--- src/rtl/icon_pkg.sv ---
// Shared types and helpers for icon interconnect stages: default widths,
// the request record and the routing-bit extractor used by icon_node users.
package icon_pkg;

  localparam int ICON_ADDR_W     = 9;
  localparam int ICON_DATA_W     = 1;
  localparam int ICON_STAGE      = 8;
  localparam int ICON_ADDR_MAX_W = 32;

  typedef struct packed {
    logic [ICON_ADDR_W-1:0] addr;
    logic [ICON_DATA_W-1:0] data;
  } req_t;

  // Returns the address bit a node at the given stage switches on.
  function automatic logic stage_bit(input logic [ICON_ADDR_MAX_W-1:0] addr,
                                     input int unsigned stage);
    logic r_bit;
    if (stage < 32'(ICON_ADDR_MAX_W)) begin
      r_bit = addr[stage[4:0]];
    end else begin
      r_bit = 1'b0;
    end
    return r_bit;
  endfunction

endpackage

--- src/rtl/icon_ingress_if.sv ---
// Client-request and node-facing lane bundle of icon_ingress.
// slave = ingress side, master = client/node side.
interface icon_ingress_if
  import icon_pkg::*;
#(
  parameter int ADDR_W = ICON_ADDR_W,
  parameter int DATA_W = ICON_DATA_W
);

  logic              i_req_valid_0;
  logic              i_req_valid_1;
  logic              o_req_ready_0;
  logic              o_req_ready_1;
  logic [ADDR_W-1:0] i_req_addr_0;
  logic [ADDR_W-1:0] i_req_addr_1;
  logic [DATA_W-1:0] i_req_data_0;
  logic [DATA_W-1:0] i_req_data_1;
  logic              o_valid_0;
  logic              o_valid_1;
  logic [ADDR_W-1:0] o_addr_0;
  logic [ADDR_W-1:0] o_addr_1;
  logic [DATA_W-1:0] o_data_0;
  logic [DATA_W-1:0] o_data_1;

  modport slave (
    input  i_req_valid_0, i_req_valid_1,
    input  i_req_addr_0, i_req_addr_1,
    input  i_req_data_0, i_req_data_1,
    output o_req_ready_0, o_req_ready_1,
    output o_valid_0, o_valid_1,
    output o_addr_0, o_addr_1,
    output o_data_0, o_data_1
  );

  modport master (
    output i_req_valid_0, i_req_valid_1,
    output i_req_addr_0, i_req_addr_1,
    output i_req_data_0, i_req_data_1,
    input  o_req_ready_0, o_req_ready_1,
    input  o_valid_0, o_valid_1,
    input  o_addr_0, o_addr_1,
    input  o_data_0, o_data_1
  );

endinterface

--- src/rtl/icon_fifo.sv ---
// Per-lane request FIFO. A written entry becomes poppable one cycle after it
// is accepted (o_head_valid), giving the ingress its two-edge issue latency.
module icon_fifo #(
  parameter int WIDTH = 10,
  parameter int DEPTH = 4
) (
  input  logic             i_clk,
  input  logic             i_rst,
  input  logic             i_push,
  input  logic [WIDTH-1:0] i_wdata,
  input  logic             i_pop,
  output logic             o_ready,
  output logic             o_full,
  output logic             o_empty,
  output logic             o_head_valid,
  output logic [WIDTH-1:0] o_head
);

  localparam int PTR_W = $clog2(DEPTH);
  localparam int OCC_W = PTR_W + 1;
  localparam logic [OCC_W-1:0] OCC_FULL = OCC_W'(DEPTH);
  localparam logic [OCC_W-1:0] OCC_ONE  = OCC_W'(1);
  localparam logic [OCC_W-1:0] OCC_ZERO = OCC_W'(0);
  localparam logic [PTR_W-1:0] PTR_ONE  = PTR_W'(1);
  localparam logic [PTR_W-1:0] PTR_ZERO = PTR_W'(0);

  logic [WIDTH-1:0] r_mem [DEPTH];
  logic [PTR_W-1:0] r_wptr;
  logic [PTR_W-1:0] r_rptr;
  logic [OCC_W-1:0] r_count;
  logic [OCC_W-1:0] r_avail;
  logic             r_push_d;
  logic             r_ready;

  logic             w_push;
  logic             w_pop;
  logic [OCC_W-1:0] w_count_next;
  logic [OCC_W-1:0] w_avail_next;

  assign w_push = i_push && r_ready && (r_count != OCC_FULL);
  assign w_pop  = i_pop && (r_avail != OCC_ZERO);

  // Occupancy and visible-entry count; entries accepted last edge become visible now.
  always_comb begin
    w_count_next = r_count;
    w_avail_next = r_avail;
    case ({w_push, w_pop})
      2'b10:   w_count_next = r_count + OCC_ONE;
      2'b01:   w_count_next = r_count - OCC_ONE;
      default: w_count_next = r_count;
    endcase
    case ({r_push_d, w_pop})
      2'b10:   w_avail_next = r_avail + OCC_ONE;
      2'b01:   w_avail_next = r_avail - OCC_ONE;
      default: w_avail_next = r_avail;
    endcase
  end

  always_ff @(posedge i_clk or negedge i_rst) begin
    if (!i_rst) begin
      r_wptr   <= PTR_ZERO;
      r_rptr   <= PTR_ZERO;
      r_count  <= OCC_ZERO;
      r_avail  <= OCC_ZERO;
      r_push_d <= 1'b0;
      r_ready  <= 1'b0;
    end else begin
      r_wptr   <= w_push ? (r_wptr + PTR_ONE) : r_wptr;
      r_rptr   <= w_pop  ? (r_rptr + PTR_ONE) : r_rptr;
      r_count  <= w_count_next;
      r_avail  <= w_avail_next;
      r_push_d <= w_push;
      // Ready follows occupancy only, so a pop never frees space in the same cycle.
      r_ready  <= (w_count_next != OCC_FULL);
    end
  end

  always_ff @(posedge i_clk or negedge i_rst) begin
    if (!i_rst) begin
      for (int i = 0; i < DEPTH; i++) begin
        r_mem[i] <= {WIDTH{1'b0}};
      end
    end else if (w_push) begin
      r_mem[r_wptr] <= i_wdata;
    end
  end

  assign o_ready      = r_ready;
  assign o_full       = (r_count == OCC_FULL);
  assign o_empty      = (r_count == OCC_ZERO);
  assign o_head_valid = (r_avail != OCC_ZERO);
  assign o_head       = r_mem[r_rptr];

endmodule

--- src/rtl/icon_ingress.sv ---
// Two-lane injection stage for a first-stage icon node: buffers client requests and
// never presents two valid lanes needing the same output half. Optional conflict
// counter enabled by ICON_INGRESS_STATS_EN.
module icon_ingress
  import icon_pkg::*;
#(
  parameter int DATA_W = ICON_DATA_W,
  parameter int ADDR_W = ICON_ADDR_W,
  parameter int STAGE  = ICON_STAGE,
  parameter int DEPTH  = 4,
  parameter int CNT_W  = 16
) (
  input logic            i_clk,
  input logic            i_rst,
  icon_ingress_if.slave  bus
`ifdef ICON_INGRESS_STATS_EN
  ,
  output logic [CNT_W-1:0] o_conflict_cnt
`endif
);

  localparam int REQ_W = ADDR_W + DATA_W;

  typedef struct packed {
    logic [ADDR_W-1:0] addr;
    logic [DATA_W-1:0] data;
  } lane_req_t;

  lane_req_t w_wr0, w_wr1, w_head0, w_head1;
  logic w_ready0, w_ready1, w_full0, w_full1, w_empty0, w_empty1;
  logic w_hv0, w_hv1, w_v0, w_v1, w_b0, w_b1;
  logic w_issue0, w_issue1, w_conflict;

  logic              r_rr;
  logic              r_valid0, r_valid1;
  logic [ADDR_W-1:0] r_addr0, r_addr1;
  logic [DATA_W-1:0] r_data0, r_data1;

  assign w_wr0 = '{addr: bus.i_req_addr_0, data: bus.i_req_data_0};
  assign w_wr1 = '{addr: bus.i_req_addr_1, data: bus.i_req_data_1};

  icon_fifo #(.WIDTH(REQ_W), .DEPTH(DEPTH)) u_fifo0 (
    .i_clk        (i_clk),
    .i_rst        (i_rst),
    .i_push       (bus.i_req_valid_0),
    .i_wdata      (w_wr0),
    .i_pop        (w_issue0),
    .o_ready      (w_ready0),
    .o_full       (w_full0),
    .o_empty      (w_empty0),
    .o_head_valid (w_hv0),
    .o_head       (w_head0)
  );

  icon_fifo #(.WIDTH(REQ_W), .DEPTH(DEPTH)) u_fifo1 (
    .i_clk        (i_clk),
    .i_rst        (i_rst),
    .i_push       (bus.i_req_valid_1),
    .i_wdata      (w_wr1),
    .i_pop        (w_issue1),
    .o_ready      (w_ready1),
    .o_full       (w_full1),
    .o_empty      (w_empty1),
    .o_head_valid (w_hv1),
    .o_head       (w_head1)
  );

  assign bus.o_req_ready_0 = w_ready0 & ~w_full0;
  assign bus.o_req_ready_1 = w_ready1 & ~w_full1;

  assign w_v0 = w_hv0 & ~w_empty0;
  assign w_v1 = w_hv1 & ~w_empty1;
  assign w_b0 = stage_bit(ICON_ADDR_MAX_W'(w_head0.addr), unsigned'(STAGE));
  assign w_b1 = stage_bit(ICON_ADDR_MAX_W'(w_head1.addr), unsigned'(STAGE));

  // Arbiter: on a routing-bit conflict only lane rr goes; the loser wins next time.
  always_comb begin
    w_issue0   = 1'b0;
    w_issue1   = 1'b0;
    w_conflict = 1'b0;
    case ({w_v0, w_v1})
      2'b10: w_issue0 = 1'b1;
      2'b01: w_issue1 = 1'b1;
      2'b11: begin
        if (w_b0 != w_b1) begin
          w_issue0 = 1'b1;
          w_issue1 = 1'b1;
        end else begin
          w_conflict = 1'b1;
          w_issue0   = ~r_rr;
          w_issue1   = r_rr;
        end
      end
      default: begin
        w_issue0   = 1'b0;
        w_issue1   = 1'b0;
        w_conflict = 1'b0;
      end
    endcase
  end

  always_ff @(posedge i_clk or negedge i_rst) begin
    if (!i_rst) begin
      r_rr     <= 1'b0;
      r_valid0 <= 1'b0;
      r_valid1 <= 1'b0;
      r_addr0  <= {ADDR_W{1'b0}};
      r_addr1  <= {ADDR_W{1'b0}};
      r_data0  <= {DATA_W{1'b0}};
      r_data1  <= {DATA_W{1'b0}};
    end else begin
      r_rr     <= w_conflict ? ~r_rr : r_rr;
      r_valid0 <= w_issue0;
      r_valid1 <= w_issue1;
      r_addr0  <= w_issue0 ? w_head0.addr : r_addr0;
      r_data0  <= w_issue0 ? w_head0.data : r_data0;
      r_addr1  <= w_issue1 ? w_head1.addr : r_addr1;
      r_data1  <= w_issue1 ? w_head1.data : r_data1;
    end
  end

  assign bus.o_valid_0 = r_valid0;
  assign bus.o_valid_1 = r_valid1;
  assign bus.o_addr_0  = r_addr0;
  assign bus.o_addr_1  = r_addr1;
  assign bus.o_data_0  = r_data0;
  assign bus.o_data_1  = r_data1;

`ifdef ICON_INGRESS_STATS_EN
  localparam logic [CNT_W-1:0] CNT_ONE = CNT_W'(1);
  localparam logic [CNT_W-1:0] CNT_MAX = {CNT_W{1'b1}};
  logic [CNT_W-1:0] r_conflict_cnt;

  // Saturating conflict-cycle counter.
  always_ff @(posedge i_clk or negedge i_rst) begin
    if (!i_rst) begin
      r_conflict_cnt <= {CNT_W{1'b0}};
    end else if (w_conflict && (r_conflict_cnt != CNT_MAX)) begin
      r_conflict_cnt <= r_conflict_cnt + CNT_ONE;
    end else begin
      r_conflict_cnt <= r_conflict_cnt;
    end
  end

  assign o_conflict_cnt = r_conflict_cnt;
`endif

endmodule
--- src/flat_wrapper.sv ---
// flat-port wrapper written by rule: the top's interface ports become plain ports
module icon_ingress_flat import icon_pkg::*;
#(
  parameter int DATA_W = ICON_DATA_W,
  parameter int ADDR_W = ICON_ADDR_W,
  parameter int STAGE  = ICON_STAGE,
  parameter int DEPTH  = 4,
  parameter int CNT_W  = 16
)
  (i_clk, i_rst, bus_i_req_valid_0, bus_i_req_valid_1, bus_i_req_addr_0, bus_i_req_addr_1, bus_i_req_data_0, bus_i_req_data_1, bus_o_req_ready_0, bus_o_req_ready_1, bus_o_valid_0, bus_o_valid_1, bus_o_addr_0, bus_o_addr_1, bus_o_data_0, bus_o_data_1);
  icon_ingress_if #(.ADDR_W(ADDR_W), .DATA_W(DATA_W)) bus_i ();
  input logic i_clk;
  input logic i_rst;
  input wire logic [$bits(bus_i.i_req_valid_0)-1:0] bus_i_req_valid_0;
  input wire logic [$bits(bus_i.i_req_valid_1)-1:0] bus_i_req_valid_1;
  input wire logic [$bits(bus_i.i_req_addr_0)-1:0] bus_i_req_addr_0;
  input wire logic [$bits(bus_i.i_req_addr_1)-1:0] bus_i_req_addr_1;
  input wire logic [$bits(bus_i.i_req_data_0)-1:0] bus_i_req_data_0;
  input wire logic [$bits(bus_i.i_req_data_1)-1:0] bus_i_req_data_1;
  output wire logic [$bits(bus_i.o_req_ready_0)-1:0] bus_o_req_ready_0;
  output wire logic [$bits(bus_i.o_req_ready_1)-1:0] bus_o_req_ready_1;
  output wire logic [$bits(bus_i.o_valid_0)-1:0] bus_o_valid_0;
  output wire logic [$bits(bus_i.o_valid_1)-1:0] bus_o_valid_1;
  output wire logic [$bits(bus_i.o_addr_0)-1:0] bus_o_addr_0;
  output wire logic [$bits(bus_i.o_addr_1)-1:0] bus_o_addr_1;
  output wire logic [$bits(bus_i.o_data_0)-1:0] bus_o_data_0;
  output wire logic [$bits(bus_i.o_data_1)-1:0] bus_o_data_1;
  assign bus_i.i_req_valid_0 = bus_i_req_valid_0;
  assign bus_i.i_req_valid_1 = bus_i_req_valid_1;
  assign bus_i.i_req_addr_0 = bus_i_req_addr_0;
  assign bus_i.i_req_addr_1 = bus_i_req_addr_1;
  assign bus_i.i_req_data_0 = bus_i_req_data_0;
  assign bus_i.i_req_data_1 = bus_i_req_data_1;
  assign bus_o_req_ready_0 = bus_i.o_req_ready_0;
  assign bus_o_req_ready_1 = bus_i.o_req_ready_1;
  assign bus_o_valid_0 = bus_i.o_valid_0;
  assign bus_o_valid_1 = bus_i.o_valid_1;
  assign bus_o_addr_0 = bus_i.o_addr_0;
  assign bus_o_addr_1 = bus_i.o_addr_1;
  assign bus_o_data_0 = bus_i.o_data_0;
  assign bus_o_data_1 = bus_i.o_data_1;
  icon_ingress #(.DATA_W(DATA_W), .ADDR_W(ADDR_W), .STAGE(STAGE), .DEPTH(DEPTH), .CNT_W(CNT_W)) u_core (.i_clk(i_clk), .i_rst(i_rst), .bus(bus_i));
endmodule
--- config.mk ---
export PLATFORM = sky130hd
export DESIGN_NAME = icon_ingress_flat
export DESIGN_NICKNAME = d
export VERILOG_FILES = /design/src/rtl/icon_pkg.sv /design/src/rtl/icon_ingress_if.sv /design/src/rtl/icon_fifo.sv /design/src/rtl/icon_ingress.sv /design/src/flat_wrapper.sv
export SDC_FILE = /design/constraint.sdc
export NUM_CORES = 1
export LEC_CHECK = 0
export ABC_AREA = 1
export ABC_CLOCK_PERIOD_IN_PS = 2970
export CAP_MARGIN = 10
export CORE_UTILIZATION = 58
export DETAILED_ROUTE_END_ITERATION = 8
export PLACE_DENSITY = 0.8
export SETUP_SLACK_MARGIN = 0.2
export SYNTH_ARGS = -nofsm -noshare
export SYNTH_HDL_FRONTEND = slang
export SYNTH_SLANG_ARGS = --single-unit
--- constraint.sdc ---
create_clock -name i_clk -period 2.97 [get_ports i_clk]
set_clock_uncertainty 0.05 [all_clocks]
set_input_delay 0.297 -clock i_clk [delete_from_list [all_inputs] [get_ports i_clk]]
set_output_delay 0.297 -clock i_clk [all_outputs]
set_load 0.1 [all_outputs]
==> impl_metrics.env <==
export IMPL_dieArea_um2=10500
export IMPL_cp_buffers_inverters=3
export IMPL_period_share_pct=87.6
export IMPL_slowest_delay_ps=440
export IMPL_synth_edf_count=0
export IMPL_start_util_pct=59.7
export IMPL_cts_buffer_depth=2
export IMPL_cts_tree="built"
export IMPL_yosys_warnings=0
export IMPL_setup_viol=0
export IMPL_avgSynthCellArea_um2=8.95
export IMPL_drive_above_1_share_pct=17.0
export IMPL_syn_to_final_growth_pct=21.1
export IMPL_grt_busiest_layer="met2"
export IMPL_layout_cells_most_common="nand2_1"
export IMPL_min_path_type="in2async"
export IMPL_clk_pin_slew_ps=60
export IMPL_reg2reg_slack_ps=370
export IMPL_ys_types=26
export IMPL_syn_num_nets=692
export IMPL_cts_made_buffers=17
export IMPL_io_pins=48
export IMPL_coreArea_um2=9770
export IMPL_maxSlewHeadroom_pct=49.0
export IMPL_cp_depth=16
export IMPL_dp_hpwl_um=8370
export IMPL_die_w_um=102
export IMPL_r2r_end="u_core.u_fifo0.o_ready"
export IMPL_firstDrtPassIters=5
export IMPL_drtIter0Drc=404
export IMPL_rows=36
export IMPL_drv_slew=0
export IMPL_crit_slowest_cell="fa_1"
export IMPL_antenna_cells=0
export IMPL_root_buffer="clkbuf_8"
export IMPL_drv_cap=0
export IMPL_critPathArrivalTime_ps=2970
export IMPL_clock_latency_ps=530
export IMPL_routedWlPerCell_um=16.1
export IMPL_post_route_min_period_ps=2600
export IMPL_status="complete, no violations"
export IMPL_stdcell_area_um2=7070
export IMPL_use_met3_pct=8.00
export IMPL_cp_end_kind="register"
export IMPL_port_buffers=47
export IMPL_crit_end="u_core.u_fifo0.o_ready"
export IMPL_cp_top_family="simple AND/OR/NAND/NOR gates"
export IMPL_seq_area_frac_synth_pct=54.5
export IMPL_syn_cell_area_um2=5830
export IMPL_crit_path_frequent_cell="nand2_1"
export IMPL_num_vias=4753
export IMPL_rsz0062_at_grt="no"
export IMPL_die_y_um=102
export IMPL_ys_flop_type="dfrtp_1"
export IMPL_grt_pass1_vias=4670
export IMPL_cp_cell_sequence="inv_2 > nand2_1 > nand2_1 > nand2_1 > nand2_2 > nand2_4 > nand3_4 > nand2_4 > inv_1 > ha_1 > inv_1 > fa_1 > a21oi_1 > o21ai_0 > xor2_1 > nand2_1"
export IMPL_detail_route_antenna_nets=0
export IMPL_fmax_mhz=384
export IMPL_totalWireLength_um=13700
export IMPL_startpoint_type="register"
export IMPL_hold_viol_final=0
export IMPL_setup_tns_ps=0
export IMPL_final_cell_mix="nand2_1, dfrtp_1, o21ai_0"
export IMPL_r2r_start="u_core.u_fifo0.r_rptr[0]"
export IMPL_cts_sinks=127
export IMPL_ys_ff_latch=127
export IMPL_grtUsageMet1_pct=37.6
export IMPL_track_usage_pct=28.2
export IMPL_fin_nets=744
export IMPL_post_route_util_pct=72.3
export IMPL_use_met2_pct=44.2
export IMPL_critical_path_class="reg2reg"
export IMPL_syn_inst=652
export IMPL_power_leakage_nw=3.42
export IMPL_ir_drop_v=0.000394
export IMPL_htree_num_levels=4
export IMPL_drc=0
export IMPL_place_congestion=0.818
export IMPL_crit_fanout=4
export IMPL_overflow=0
export IMPL_synthArstFlopShare_pct=100
export IMPL_grt_pass1_wl_um=22100
export IMPL_startpoint="u_core.u_fifo0.r_rptr[0]"
export IMPL_r2r_cells=16
export IMPL_tightest_slew_ps=764
export IMPL_antenna_found_initial=0
export IMPL_powerDensity_nw_per_um2=581
export IMPL_routed_via_density=5.59
export IMPL_crit_required_ps=3330
export IMPL_dpl_instance_area_um2=6330
export IMPL_grt_max_degree=56
## layer usage
metal  share of wire, %  vias up  wire length [um]
li1                   -     2216                 -
met1                 43     2303              5950
met2                 48      198              6630
met3                6.1       36               830
met4                2.1        0               282
met5                  0        -                 0
## state kept, by name, indices dropped and copies added, names as in the netlist, 2 cells and up
signal                  flops
u_core.u_fifo0.r_mem       40
u_core.u_fifo1.r_rptr       2
u_core.u_fifo0.r_avail      3
u_core.u_fifo1.r_count      3
u_core.u_fifo0.r_wptr       2
u_core.u_fifo1.r_avail      3
u_core.u_fifo0.r_count      3
u_core.u_fifo0.r_rptr       2
u_core.bus.o_addr_0         9
u_core.bus.o_addr_1         9
u_core.u_fifo1.r_wptr       2
u_core.u_fifo1.r_mem       40
## stage by stage
stage	worst slack [ps]	hold slack, ps	total power, mW	std cells
after floorplan	584	-48.6	1.77	652
after global placement	444	235	1.85	810
after detailed placement	314	242	1.85	810
after CTS	272	241	4.12	843
after global routing	163	287	4.21	850
final	367	232	4.11	850
## worst reg2reg max path, delay by kind of cell (launching register included)
| kind | cells | cell delay, ps |
|---|---|---|
| compound gates | 2 | 280 |
| xor+xnor | 1 | 200 |
| fa+ha+maj | 2 | 620 |
| buf+inv | 3 | 280 |
| flops | 1 | 420 |
| simple gates | 8 | 660 |
## how the worst min path moves through the flow
stage	end	slack (ps)	cells past startpoint
global placement	u_core.bus.o_data_1	240	1
CTS	u_core.bus.o_addr_1[5]	240	2
global route	u_core.bus.o_addr_1[5]	290	2
floorplan	u_core.bus.o_addr_0[0]	-50	0
finish	u_core.bus.o_valid_1	230	2
detailed placement	u_core.bus.o_valid_1	240	1
## final cells by class
cell class              instances  area (um2)
clock buffers                  23         477
flip-flops and latches        127        3180
well taps                     133         166
fillers                       686        2710
clock inverters                 9         179
repair buffers                 67         573
inverters                      59         231
multi-input cells             432        2260
## cell usage after synthesis, types with 4 or more instances
master | count | area, um2
nand2_1 | 150 | 563
dfrtp_1 | 127 | 3180
o21ai_0 | 87 | 435
inv_1 | 52 | 195
nor2_1 | 41 | 154
o21ai_1 | 39 | 195
nand3_1 | 34 | 170
buf_2 | 22 | 110
nand2_2 | 22 | 138
o22ai_1 | 18 | 113
ha_1 | 12 | 150
clkbuf_1 | 6 | 22.5
xor2_1 | 6 | 52.6
inv_2 | 5 | 18.8
a21oi_1 | 4 | 20.0
fa_1 | 4 | 80.1
nand2_4 | 4 | 45.0
xnor2_1 | 4 | 35.0
## cells by family (layout without fill, tap and decap cells)
logic type	count (synthesis)	in the layout	synth area share, %
compound gates	150	150	13.8
xor+xnor	10	10	1.50
fa+ha+maj	16	16	3.95
buf+inv	93	158	7.01
flops	127	127	54.5
simple gates	256	256	19.3
## report_power, final
| part | internal (mW) | total [mW] | switching [mW] |
|---|---|---|---|
| Sequential | 1.73 | 1.73 | 0 |
| Combinational | 0.0323 | 0.0844 | 0.0522 |
| Clock | 1.54 | 2.29 | 0.753 |
| Total | 3.30 | 4.11 | 0.806 |
## repair_timing
action,4_1_cts,5_1_grt
resized for setup,0,10
endpoints found under the hold margin,36,0
hold buffers,1,0
buffers inserted,0,7
setup endpoints to repair,0,6
Note: power is estimated with default switching activity, not from simulation.
